==> config.mk <==
export PLATFORM = sky130hd
export DESIGN_NAME = pcie_lane_scheduler_flat
export DESIGN_NICKNAME = d
export VERILOG_FILES = /design/src/rtl/pcie_lane_scheduler_if.sv /design/src/rtl/pcie_lane_scheduler.sv /design/src/flat_wrapper.sv
export SDC_FILE = /design/constraint.sdc
export NUM_CORES = 1
export LEC_CHECK = 0
export CAP_MARGIN = 20
export CORE_MARGIN = 10
export CORE_UTILIZATION = 37
export CTS_BUF_LIST = sky130_fd_sc_hd__clkbuf_16
export CTS_CLUSTER_DIAMETER = 80
export CTS_CLUSTER_SIZE = 28
export DETAILED_ROUTE_END_ITERATION = 16
export PLACE_DENSITY_LB_ADDON = 0.3
export SLEW_MARGIN = 20
export SYNTH_ARGS = -nofsm -noshare
export SYNTH_HDL_FRONTEND = slang
export SYNTH_SLANG_ARGS = --single-unit
==> constraint.sdc <==
create_clock -name clk_i -period 2.4 [get_ports clk_i]
set_input_delay 0.48 -clock clk_i [delete_from_list [all_inputs] [get_ports clk_i]]
set_output_delay 0.48 -clock clk_i [all_outputs]
set_load 0.05 [all_outputs]
==> src/rtl/pcie_lane_scheduler_if.sv <==
// Requester-side handshakes and serializer-side outputs of the lane scheduler.
interface pcie_lane_scheduler_if;
   logic       valid0;
   logic [7:0] data0;
   logic       ready0;
   logic       valid1;
   logic [7:0] data1;
   logic       ready1;
   logic [7:0] data_out;
   logic       k_out;
   logic       load;
   logic       valid_out;
   logic       link_up;

   modport master (
      output valid0, data0, valid1, data1,
      input  ready0, ready1, data_out, k_out, load, valid_out, link_up
   );

   modport slave (
      input  valid0, data0, valid1, data1,
      output ready0, ready1, data_out, k_out, load, valid_out, link_up
   );
endinterface

==> src/rtl/pcie_lane_scheduler.sv <==
// Shares one 8-bit serializer lane between two requesters: COM training, then
// round-robin bounded bursts separated by a COM slot, one symbol per 8 cycles.
module pcie_lane_scheduler #(
   parameter int unsigned TRAIN_SYMS = 4,
   parameter int unsigned MAX_BURST  = 4,
   parameter logic [7:0]  COM_SYM    = 8'hBC
) (
   input logic                   clk_i,
   input logic                   rst_ni,
   pcie_lane_scheduler_if.slave  lane
);

   localparam int unsigned CNT_W   = 3;
   localparam int unsigned TRAIN_W = $clog2(TRAIN_SYMS) + 1;
   localparam int unsigned BURST_W = $clog2(MAX_BURST) + 1;

   typedef enum logic [1:0] {
      ST_TRAIN = 2'd0,
      ST_IDLE  = 2'd1,
      ST_BURST = 2'd2
   } state_e;

   state_e               state_q, state_d;
   logic [CNT_W-1:0]     cnt_q;
   logic [TRAIN_W-1:0]   train_cnt_q, train_cnt_d;
   logic [BURST_W-1:0]   burst_cnt_q, burst_cnt_d;
   logic                 owner_q, owner_d;
   logic                 last_owner_q, last_owner_d;
   logic [7:0]           data_out_q, data_out_d;
   logic                 k_out_q, k_out_d;
   logic                 load_q;
   logic                 valid_out_q;
   logic                 link_up_q, link_up_d;
   logic                 ready0_c, ready1_c;

   logic slot_c;
   logic any_valid_c;
   logic grant_c;
   logic owner_valid_c;
   logic burst_more_c;
   logic train_last_c;

   assign slot_c        = (cnt_q == CNT_W'(7));
   assign any_valid_c   = lane.valid0 | lane.valid1;
   // Tie goes to whoever did not own the previous burst.
   assign grant_c       = (lane.valid0 & lane.valid1) ? ~last_owner_q : lane.valid1;
   assign owner_valid_c = owner_q ? lane.valid1 : lane.valid0;
   assign burst_more_c  = owner_valid_c && (burst_cnt_q < BURST_W'(MAX_BURST));
   assign train_last_c  = (train_cnt_q == TRAIN_W'(TRAIN_SYMS - 1));

   // State register
   always_ff @(posedge clk_i or negedge rst_ni) begin
      if (!rst_ni) begin
         state_q <= ST_TRAIN;
      end else begin
         state_q <= state_d;
      end
   end

   // Slot counter, datapath and output registers
   always_ff @(posedge clk_i or negedge rst_ni) begin
      if (!rst_ni) begin
         cnt_q        <= '0;
         train_cnt_q  <= '0;
         burst_cnt_q  <= '0;
         owner_q      <= 1'b0;
         last_owner_q <= 1'b1;
         data_out_q   <= 8'h00;
         k_out_q      <= 1'b0;
         load_q       <= 1'b0;
         valid_out_q  <= 1'b0;
         link_up_q    <= 1'b0;
      end else begin
         cnt_q        <= cnt_q + CNT_W'(1);
         train_cnt_q  <= train_cnt_d;
         burst_cnt_q  <= burst_cnt_d;
         owner_q      <= owner_d;
         last_owner_q <= last_owner_d;
         data_out_q   <= data_out_d;
         k_out_q      <= k_out_d;
         load_q       <= slot_c;
         valid_out_q  <= valid_out_q | slot_c;
         link_up_q    <= link_up_d;
      end
   end

   // Next-state logic, evaluated only at the slot decision cycle
   always_comb begin
      state_d = state_q;
      if (slot_c) begin
         case (state_q)
            ST_TRAIN: if (train_last_c)  state_d = ST_IDLE;
            ST_IDLE:  if (any_valid_c)   state_d = ST_BURST;
            ST_BURST: if (!burst_more_c) state_d = ST_IDLE;
            default:                     state_d = ST_TRAIN;
         endcase
      end
   end

   // Slot contents, take strobes and bookkeeping
   always_comb begin
      train_cnt_d  = train_cnt_q;
      burst_cnt_d  = burst_cnt_q;
      owner_d      = owner_q;
      last_owner_d = last_owner_q;
      data_out_d   = data_out_q;
      k_out_d      = k_out_q;
      link_up_d    = link_up_q;
      ready0_c     = 1'b0;
      ready1_c     = 1'b0;
      if (slot_c) begin
         case (state_q)
            ST_TRAIN: begin
               data_out_d = COM_SYM;
               k_out_d    = 1'b1;
               if (train_last_c) begin
                  link_up_d = 1'b1;
               end else begin
                  train_cnt_d = train_cnt_q + TRAIN_W'(1);
               end
            end
            ST_IDLE: begin
               if (any_valid_c) begin
                  owner_d     = grant_c;
                  burst_cnt_d = BURST_W'(1);
                  data_out_d  = grant_c ? lane.data1 : lane.data0;
                  k_out_d     = 1'b0;
                  ready0_c    = ~grant_c;
                  ready1_c    = grant_c;
               end else begin
                  data_out_d = COM_SYM;
                  k_out_d    = 1'b1;
               end
            end
            ST_BURST: begin
               if (burst_more_c) begin
                  burst_cnt_d = burst_cnt_q + BURST_W'(1);
                  data_out_d  = owner_q ? lane.data1 : lane.data0;
                  k_out_d     = 1'b0;
                  ready0_c    = ~owner_q;
                  ready1_c    = owner_q;
               end else begin
                  // Separator slot closes the burst.
                  data_out_d   = COM_SYM;
                  k_out_d      = 1'b1;
                  last_owner_d = owner_q;
               end
            end
            default: begin
               data_out_d = COM_SYM;
               k_out_d    = 1'b1;
            end
         endcase
      end
   end

   assign lane.ready0    = ready0_c;
   assign lane.ready1    = ready1_c;
   assign lane.data_out  = data_out_q;
   assign lane.k_out     = k_out_q;
   assign lane.load      = load_q;
   assign lane.valid_out = valid_out_q;
   assign lane.link_up   = link_up_q;

endmodule

==> src/flat_wrapper.sv <==
// flat-port wrapper written by rule: the top's interface ports become plain ports
module pcie_lane_scheduler_flat 
#(
   parameter int unsigned TRAIN_SYMS = 4,
   parameter int unsigned MAX_BURST  = 4,
   parameter logic [7:0]  COM_SYM    = 8'hBC
)
  (clk_i, rst_ni, lane_valid0, lane_data0, lane_valid1, lane_data1, lane_ready0, lane_ready1, lane_data_out, lane_k_out, lane_load, lane_valid_out, lane_link_up);
  pcie_lane_scheduler_if lane_i ();
  input logic clk_i;
  input logic rst_ni;
  input wire logic [$bits(lane_i.valid0)-1:0] lane_valid0;
  input wire logic [$bits(lane_i.data0)-1:0] lane_data0;
  input wire logic [$bits(lane_i.valid1)-1:0] lane_valid1;
  input wire logic [$bits(lane_i.data1)-1:0] lane_data1;
  output wire logic [$bits(lane_i.ready0)-1:0] lane_ready0;
  output wire logic [$bits(lane_i.ready1)-1:0] lane_ready1;
  output wire logic [$bits(lane_i.data_out)-1:0] lane_data_out;
  output wire logic [$bits(lane_i.k_out)-1:0] lane_k_out;
  output wire logic [$bits(lane_i.load)-1:0] lane_load;
  output wire logic [$bits(lane_i.valid_out)-1:0] lane_valid_out;
  output wire logic [$bits(lane_i.link_up)-1:0] lane_link_up;
  assign lane_i.valid0 = lane_valid0;
  assign lane_i.data0 = lane_data0;
  assign lane_i.valid1 = lane_valid1;
  assign lane_i.data1 = lane_data1;
  assign lane_ready0 = lane_i.ready0;
  assign lane_ready1 = lane_i.ready1;
  assign lane_data_out = lane_i.data_out;
  assign lane_k_out = lane_i.k_out;
  assign lane_load = lane_i.load;
  assign lane_valid_out = lane_i.valid_out;
  assign lane_link_up = lane_i.link_up;
  pcie_lane_scheduler #(.TRAIN_SYMS(TRAIN_SYMS), .MAX_BURST(MAX_BURST), .COM_SYM(COM_SYM)) u_core (.clk_i(clk_i), .rst_ni(rst_ni), .lane(lane_i));
endmodule
==> flow_metrics.env, run 1 <==
export IMPL_relSlewSlack=0.6493
export IMPL_portBuffers=33
export IMPL_path_delay_family="buffers and inverters"
export IMPL_clock_latency_ns=0.26
export IMPL_h_tree_depth=1
export IMPL_critical_path_required_ns=1.92
export IMPL_synth_ff_type="dfrtp_1"
export IMPL_synth_simple_gate_area_frac=0.08610
export IMPL_final_cells=219
export IMPL_vias_per_cell=5.530
export IMPL_slew_violations=0
export IMPL_tightest_slew_ns=0.5245
export IMPL_p_per_area_nw_per_um2=1100
export IMPL_numCtsBuffers=3
export IMPL_muxShareOfSynthArea=0.08700
export IMPL_critPathMaxFanout=5
export IMPL_outcome="completed"
export IMPL_synth_compound_area_frac=0.2466
export IMPL_antenna_found_initial=0
export IMPL_cts_buffer_depth=2
export IMPL_grt_max_degree=26
export IMPL_startpoint_type="input port"
export IMPL_fp_dieArea_um2=6627
export IMPL_drt_pass1_iter_count=4
export IMPL_place_inst=215
export IMPL_synth_area_leaders="dfrtp_1 43%, ha_1 8.1%, mux2_2 4.0%"
export IMPL_worst_setup_path_type="in2out"
export IMPL_period_share=0.9600
export IMPL_synth_async_reset_ratio=1.000
export IMPL_drt_iter0_drc=69
export IMPL_ys_seq_area_frac=0.4493
export IMPL_fmax_mhz=434.0
export IMPL_p_leak_nw=0.8107
export IMPL_hpwl_mm=2.715
export IMPL_cts_tree="done"
export IMPL_cpMaxStageDelayCell="clkdlybuf4s50_1"
export IMPL_io_pins=34
export IMPL_cp_cell_sequence="clkdlybuf4s50_1 > nand2b_1 > and2_1 > a32oi_1 > nor2_1 > buf_12"
export IMPL_grt_use_total=0.1139
export IMPL_hold_class="reg2reg"
export IMPL_syn_nets=158
export IMPL_synth_common_cells="24 x dfrtp_1, 9 x ha_1, 9 x nand2_1"
export IMPL_synthXorXnorAreaFrac=0.006278
export IMPL_slowest_delay_ns=0.57
export IMPL_grt_pass1_vias=1213
export IMPL_clk_pin_slew_ns=0.06
export IMPL_postSynthAreaPerCell_um2=10.81
export IMPL_skew_ns=0.002584
export IMPL_drive_above_1_share=0.2047
export IMPL_synth_top_area_frac=0.4305
export IMPL_postCtsSetupBuffers=0
export IMPL_synth_most_common_cell="dfrtp_1"
export IMPL_setup_tns_ns=0
export IMPL_postRouteAntennaNets=0
export IMPL_cts_root_buffer="clkbuf_16"
export IMPL_synth_top_family_by_area="compound AO/OA/AOI/OAI gates"
export IMPL_final_nets=201
export IMPL_routed_wl_mm=3.531
export IMPL_post_drt_wl_per_cell_um=16.12
export IMPL_nFillCells=332
export IMPL_die_y_um=81.41
export IMPL_rows=22
export IMPL_start_util=0.3811
export IMPL_synth_edf_count=0
export IMPL_synthAdderAreaFrac=0.08072
export IMPL_netlist_instances=129
export IMPL_period_minus_slack_ns=2.304
export IMPL_end_kind="output pin"
export IMPL_cap_violations=0
export IMPL_die_w_um=81.41
export IMPL_netlist_area_um2=1395
export IMPL_synth_distinct_cells=39
export IMPL_diodes=0
export IMPL_core_area_um2=3661
export IMPL_setup_viol=0
export IMPL_arrival_ns=1.82
export IMPL_irDropWorstVdd_mv=0.4145
export IMPL_place_gp_congestion=0.8508
export IMPL_vias=1211
export IMPL_hold_buffers=0
export IMPL_path_buf_inv=2
export IMPL_drc=0
export IMPL_synth_warnings=0
export IMPL_synth_seq_cells=25
export IMPL_ctsResizeCount=0
export IMPL_grt_overflow=0
export IMPL_clock_sinks=25
export IMPL_hold_violations=0
export IMPL_grt_pass1_wl_mm=6.065
export IMPL_syn_to_final_growth_pct=39.73
export IMPL_yosysTopAreaCell="dfrtp_1"
-- logic make-up (layout without fill, tap and decap cells) --
family                     Yosys count  count (layout)
AOI/OAI and AO/OA                   43              43
buffers and inverters               14              56
muxes                               11              11
DFF                                 25              25
adders and majority gates            9               9
and+or+nand+nor                     26              26
xor gates and xnor gates             1               1
-- cell usage in the layout (no fill, tap or decap), drive strengths merged --
master | Yosys | layout
o221ai | 1 | 1
nand3 | 4 | 4
mux2i | 5 | 5
a21oi | 5 | 5
clkinv | 0 | 1
or2 | 1 | 1
nor4 | 1 | 1
o211ai | 1 | 1
nor2 | 7 | 7
and2 | 1 | 1
a21boi | 1 | 1
dfrtp | 24 | 24
ha | 9 | 9
dfstp | 1 | 1
a211o | 2 | 2
o21ai | 8 | 8
nor3 | 1 | 1
clkdlybuf4s50 | 0 | 31
inv | 8 | 8
mux2 | 6 | 6
a32oi | 5 | 5
clkbuf | 3 | 3
a32o | 3 | 3
o2bb2ai | 3 | 3
nor3b | 1 | 1
a311oi | 1 | 1
buf | 3 | 13
a31oi | 3 | 3
xnor2 | 1 | 1
a31o | 1 | 1
o32a | 4 | 4
o221a | 4 | 4
nand2b | 1 | 1
nand2 | 9 | 9
o31ai | 1 | 1
-- registers in the layout, summed over array words and instances, names as in the netlist --
register,count
u_core.train_cnt_q,3
u_core.owner_q,1
u_core.lane.link_up,1
u_core.state_q,2
u_core.lane.k_out,1
u_core.cnt_q,3
u_core.lane.valid_out,1
u_core.lane.load,1
u_core.lane.data_out,8
u_core.last_owner_q,1
u_core.burst_cnt_q,3
-- worst register-to-register path, cell delays in order (launching register included) --
cell	delay, ns
dfrtp_1	0.44
ha_1	0.33
nor3b_1	0.18
buf_4	0.14
a211o_2	0.30
a21oi_2	0.14
mux2_4	0.31
-- cell type report --
cell class / instances / area (µm²) / area share
Timing Repair Buffer: 44 / 432.9 / 0.2221
Inverter: 8 / 30.03 / 0.01540
Multi-Input combinational cell: 90 / 719.4 / 0.3691
Sequential cell: 25 / 626.9 / 0.3216
Clock buffer: 3 / 75.07 / 0.03851
Clock inverter: 1 / 5.005 / 0.002567
Tap cell: 48 / 60.06 / 0.03081
-- power by group --
part           internal [mW]  leakage (nW)  switching [mW]  total [mW]
Combinational          0.458         0.468           0.645        1.10
Sequential             0.564         0.302           0.104       0.668
Clock                  0.225        0.0409           0.150       0.374
-- final timing paths --
| check | startpoint | to | slack (ns) | cells past startpoint |
|---|---|---|---|---|
| min in group asynchronous | rst_ni | u_core.lane.valid_out$_DFF_PN0_ | 0.58 | 2 |
| min reg2reg | u_core.cnt_q[0]$_DFF_PN0_ | u_core.cnt_q[0]$_DFF_PN0_ | 0.43 | 1 |
| max in group asynchronous | rst_ni | u_core.last_owner_q$_DFFE_PN1P_ | 1.53 | 2 |
| min | u_core.cnt_q[0]$_DFF_PN0_ | u_core.cnt_q[0]$_DFF_PN0_ | 0.43 | 1 |
| max | lane_valid1 | lane_ready0 | 0.1 | 6 |
| max reg2reg | u_core.state_q[0]$_DFFE_PN0P_ | u_core.state_q[1]$_DFFE_PN0P_ | 0.45 | 6 |
-- metal layers --
metal / part of all wire / wire length [µm] / track usage / vias to the layer above
met3: 0.053 / 188 / 0.02428 / 7
met5: 0 / 0 / 0 / -
li1: - / - / - / 583
met2: 0.49 / 1725 / 0.1777 / 33
met4: 0.021 / 74 / 0.05536 / 0
met1: 0.44 / 1543 / 0.1455 / 588
-- through the flow --
step / power [mW] / area (µm²) / setup slack [ns] / util / hold WS, ns
6_report: 2.145 / 1949 / 0.09609 / 0.5325 / 0.4276
5_1_grt: 2.287 / 1949 / -0.008208 / 0.5325 / 0.4462
4_1_cts: 2.146 / 1937 / 0.008184 / 0.5291 / 0.4348
3_5_place_dp: 1.765 / 1857 / 0.01530 / 0.5072 / 0.4251
3_3_place_gp: 1.726 / 1857 / 0.1215 / 0.5072 / 0.4117
2_1_floorplan: 1.384 / 1395 / 0.1399 / - / 0.1844
(Power assumes the default switching activity.)
==> inputs of run 2 (changes only) <==
CAP_MARGIN = not set   (was 20)
CORE_UTILIZATION = 40   (was 37)
==> run 2 against run 1 <==
Compared with the run above:
- combinational power hardly changed
- register-to-register slack hardly changed
- largest power group unchanged
- critical path type unchanged
- global-route usage is 0.27 points higher
- count of clock-buffer cells in the layout stayed put
- design area is 0.58% lower
- worst setup slack worse by 0.011 ns
==> flow_metrics.env, run 2 (synthesis results as in run 1) <==
export IMPL_syn_to_final_growth_pct=38.92
export IMPL_slowest_delay_ns=0.56
export IMPL_portBuffers=33
export IMPL_die_y_um=79.06
export IMPL_postCtsSetupBuffers=0
export IMPL_grt_pass1_wl_mm=6.009
export IMPL_p_leak_nw=0.8090
export IMPL_cp_cell_sequence="clkdlybuf4s50_1 > nand2b_1 > and2_1 > a32oi_1 > nor2_1 > buf_12"
export IMPL_postRouteAntennaNets=0
export IMPL_clock_sinks=25
export IMPL_relSlewSlack=0.6592
export IMPL_cpMaxStageDelayCell="clkdlybuf4s50_1"
export IMPL_drt_iter0_drc=102
export IMPL_core_area_um2=3363
export IMPL_slew_violations=0
export IMPL_post_drt_wl_per_cell_um=16.62
export IMPL_grt_use_total=0.1166
export IMPL_grt_util_met1=0.1348
export IMPL_clk_pin_slew_ns=0.06
export IMPL_cts_buffer_depth=2
export IMPL_vias_per_cell=5.696
export IMPL_path_buf_inv=2
export IMPL_hold_class="reg2reg"
export IMPL_grt_max_degree=26
export IMPL_largest_register_ffs=8
export IMPL_drt_pass1_iter_count=4
export IMPL_grt_overflow=0
export IMPL_grt_pass1_vias=1254
export IMPL_worst_setup_path_type="in2out"
export IMPL_final_nets=201
export IMPL_hpwl_mm=2.864
export IMPL_fmax_mhz=432.0
export IMPL_placed_area_um2=1854
export IMPL_final_cell_mix="31 x clkdlybuf4s50_1, 24 x dfrtp_1, 11 x buf_4"
export IMPL_place_gp_congestion=0.8552
export IMPL_routed_wl_mm=3.607
export IMPL_critPathMaxFanout=5
export IMPL_arrival_ns=1.84
export IMPL_hold_buffers=0
export IMPL_end_kind="output pin"
export IMPL_p_per_area_nw_per_um2=1102
export IMPL_ctsResizeCount=0
export IMPL_grtUsageMet3=0.03378
export IMPL_outcome="completed"
export IMPL_clock_latency_ns=0.26
export IMPL_grt_setup_unrepaired="no"
export IMPL_cts_tree="done"
export IMPL_rows=21
export IMPL_period_minus_slack_ns=2.315
export IMPL_cts_root_buffer="clkbuf_16"
export IMPL_startpoint_type="input port"
export IMPL_io_pins=34
export IMPL_layout_commonest_cell="clkdlybuf4s50_1"
export IMPL_groute_layer_met2_usage=0.2064
export IMPL_path_delay_family="buffers and inverters"
export IMPL_grt_busiest_layer="met2"
export IMPL_hold_violations=0
export IMPL_vias=1236
export IMPL_setup_viol=0
export IMPL_start_util=0.4148
export IMPL_cap_violations=0
export IMPL_skew_ns=0.008070
export IMPL_setup_tns_ns=0
export IMPL_critical_path_required_ns=1.92
export IMPL_numCtsBuffers=3
export IMPL_die_w_um=79.06
export IMPL_antenna_found_initial=0
export IMPL_drive_above_1_share=0.2047
export IMPL_period_share=0.9646
export IMPL_tightest_slew_ns=0.5096
export IMPL_h_tree_depth=1
export IMPL_irDropWorstVdd_mv=0.5604
export IMPL_drc=0
export IMPL_diodes=0
export IMPL_fp_dieArea_um2=6250
export IMPL_design_area_um2=1938
-- run 2: final timing paths --
path / start / endpoint / slack (ns) / cells past startpoint
max in group asynchronous: rst_ni / u_core.last_owner_q$_DFFE_PN1P_ / 1.52 / 2
min: u_core.cnt_q[0]$_DFF_PN0_ / u_core.cnt_q[0]$_DFF_PN0_ / 0.43 / 1
min in group asynchronous: rst_ni / u_core.lane.data_out[5]$_DFFE_PN0P_ / 0.58 / 2
max: lane_valid1 / lane_ready0 / 0.08 / 6
max reg2reg: u_core.state_q[1]$_DFFE_PN0P_ / u_core.state_q[1]$_DFFE_PN0P_ / 0.45 / 7
min reg2reg: u_core.cnt_q[0]$_DFF_PN0_ / u_core.cnt_q[0]$_DFF_PN0_ / 0.43 / 1
-- run 2: cell type report --
class / count / area (µm²)
clock buffers: 3 / 75.07
clock inverters: 1 / 5.005
fillers: 304 / 1425
inverters: 8 / 30.03
multi-input cells: 90 / 710.7
flip-flops and latches: 25 / 626.9
well taps: 46 / 57.56
repair buffers: 44 / 432.9
-- run 2: where the power goes --
part | internal [mW] | switching, mW | total [mW]
registers | 0.565 | 0.106 | 0.670
clock network | 0.224 | 0.138 | 0.362
logic | 0.452 | 0.650 | 1.10
total | 1.24 | 0.894 | 2.13
-- run 2: per-stage QoR --
stage / utilization / hold WS, ns / setup slack, ns / cells / power (mW)
finish: 0.5763 / 0.4261 / 0.08492 / 217 / 2.135
global route: 0.5763 / 0.4549 / 0.009578 / 217 / 2.279
CTS: 0.5751 / 0.4309 / 0.07663 / 217 / 2.151
detailed placement: 0.5513 / 0.4218 / 0.08007 / 213 / 1.778
global placement: 0.5513 / 0.4126 / 0.1285 / 213 / 1.738
floorplan: - / 0.1844 / 0.1399 / 129 / 1.384
-- run 2: layer usage --
| metal | vias to the layer above | wire length, µm |
|---|---|---|
| li1 | 578 | - |
| met3 | 2 | 191 |
| met1 | 619 | 1612 |
| met5 | - | 0 |
| met4 | 0 | 17 |
| met2 | 37 | 1787 |
==> inputs of run 3 (changes only) <==
HOLD_SLACK_MARGIN = 0.15   (was not set)
==> results of run 3 <==
The final DEF is identical to that of run 2; final timing and power are the same.
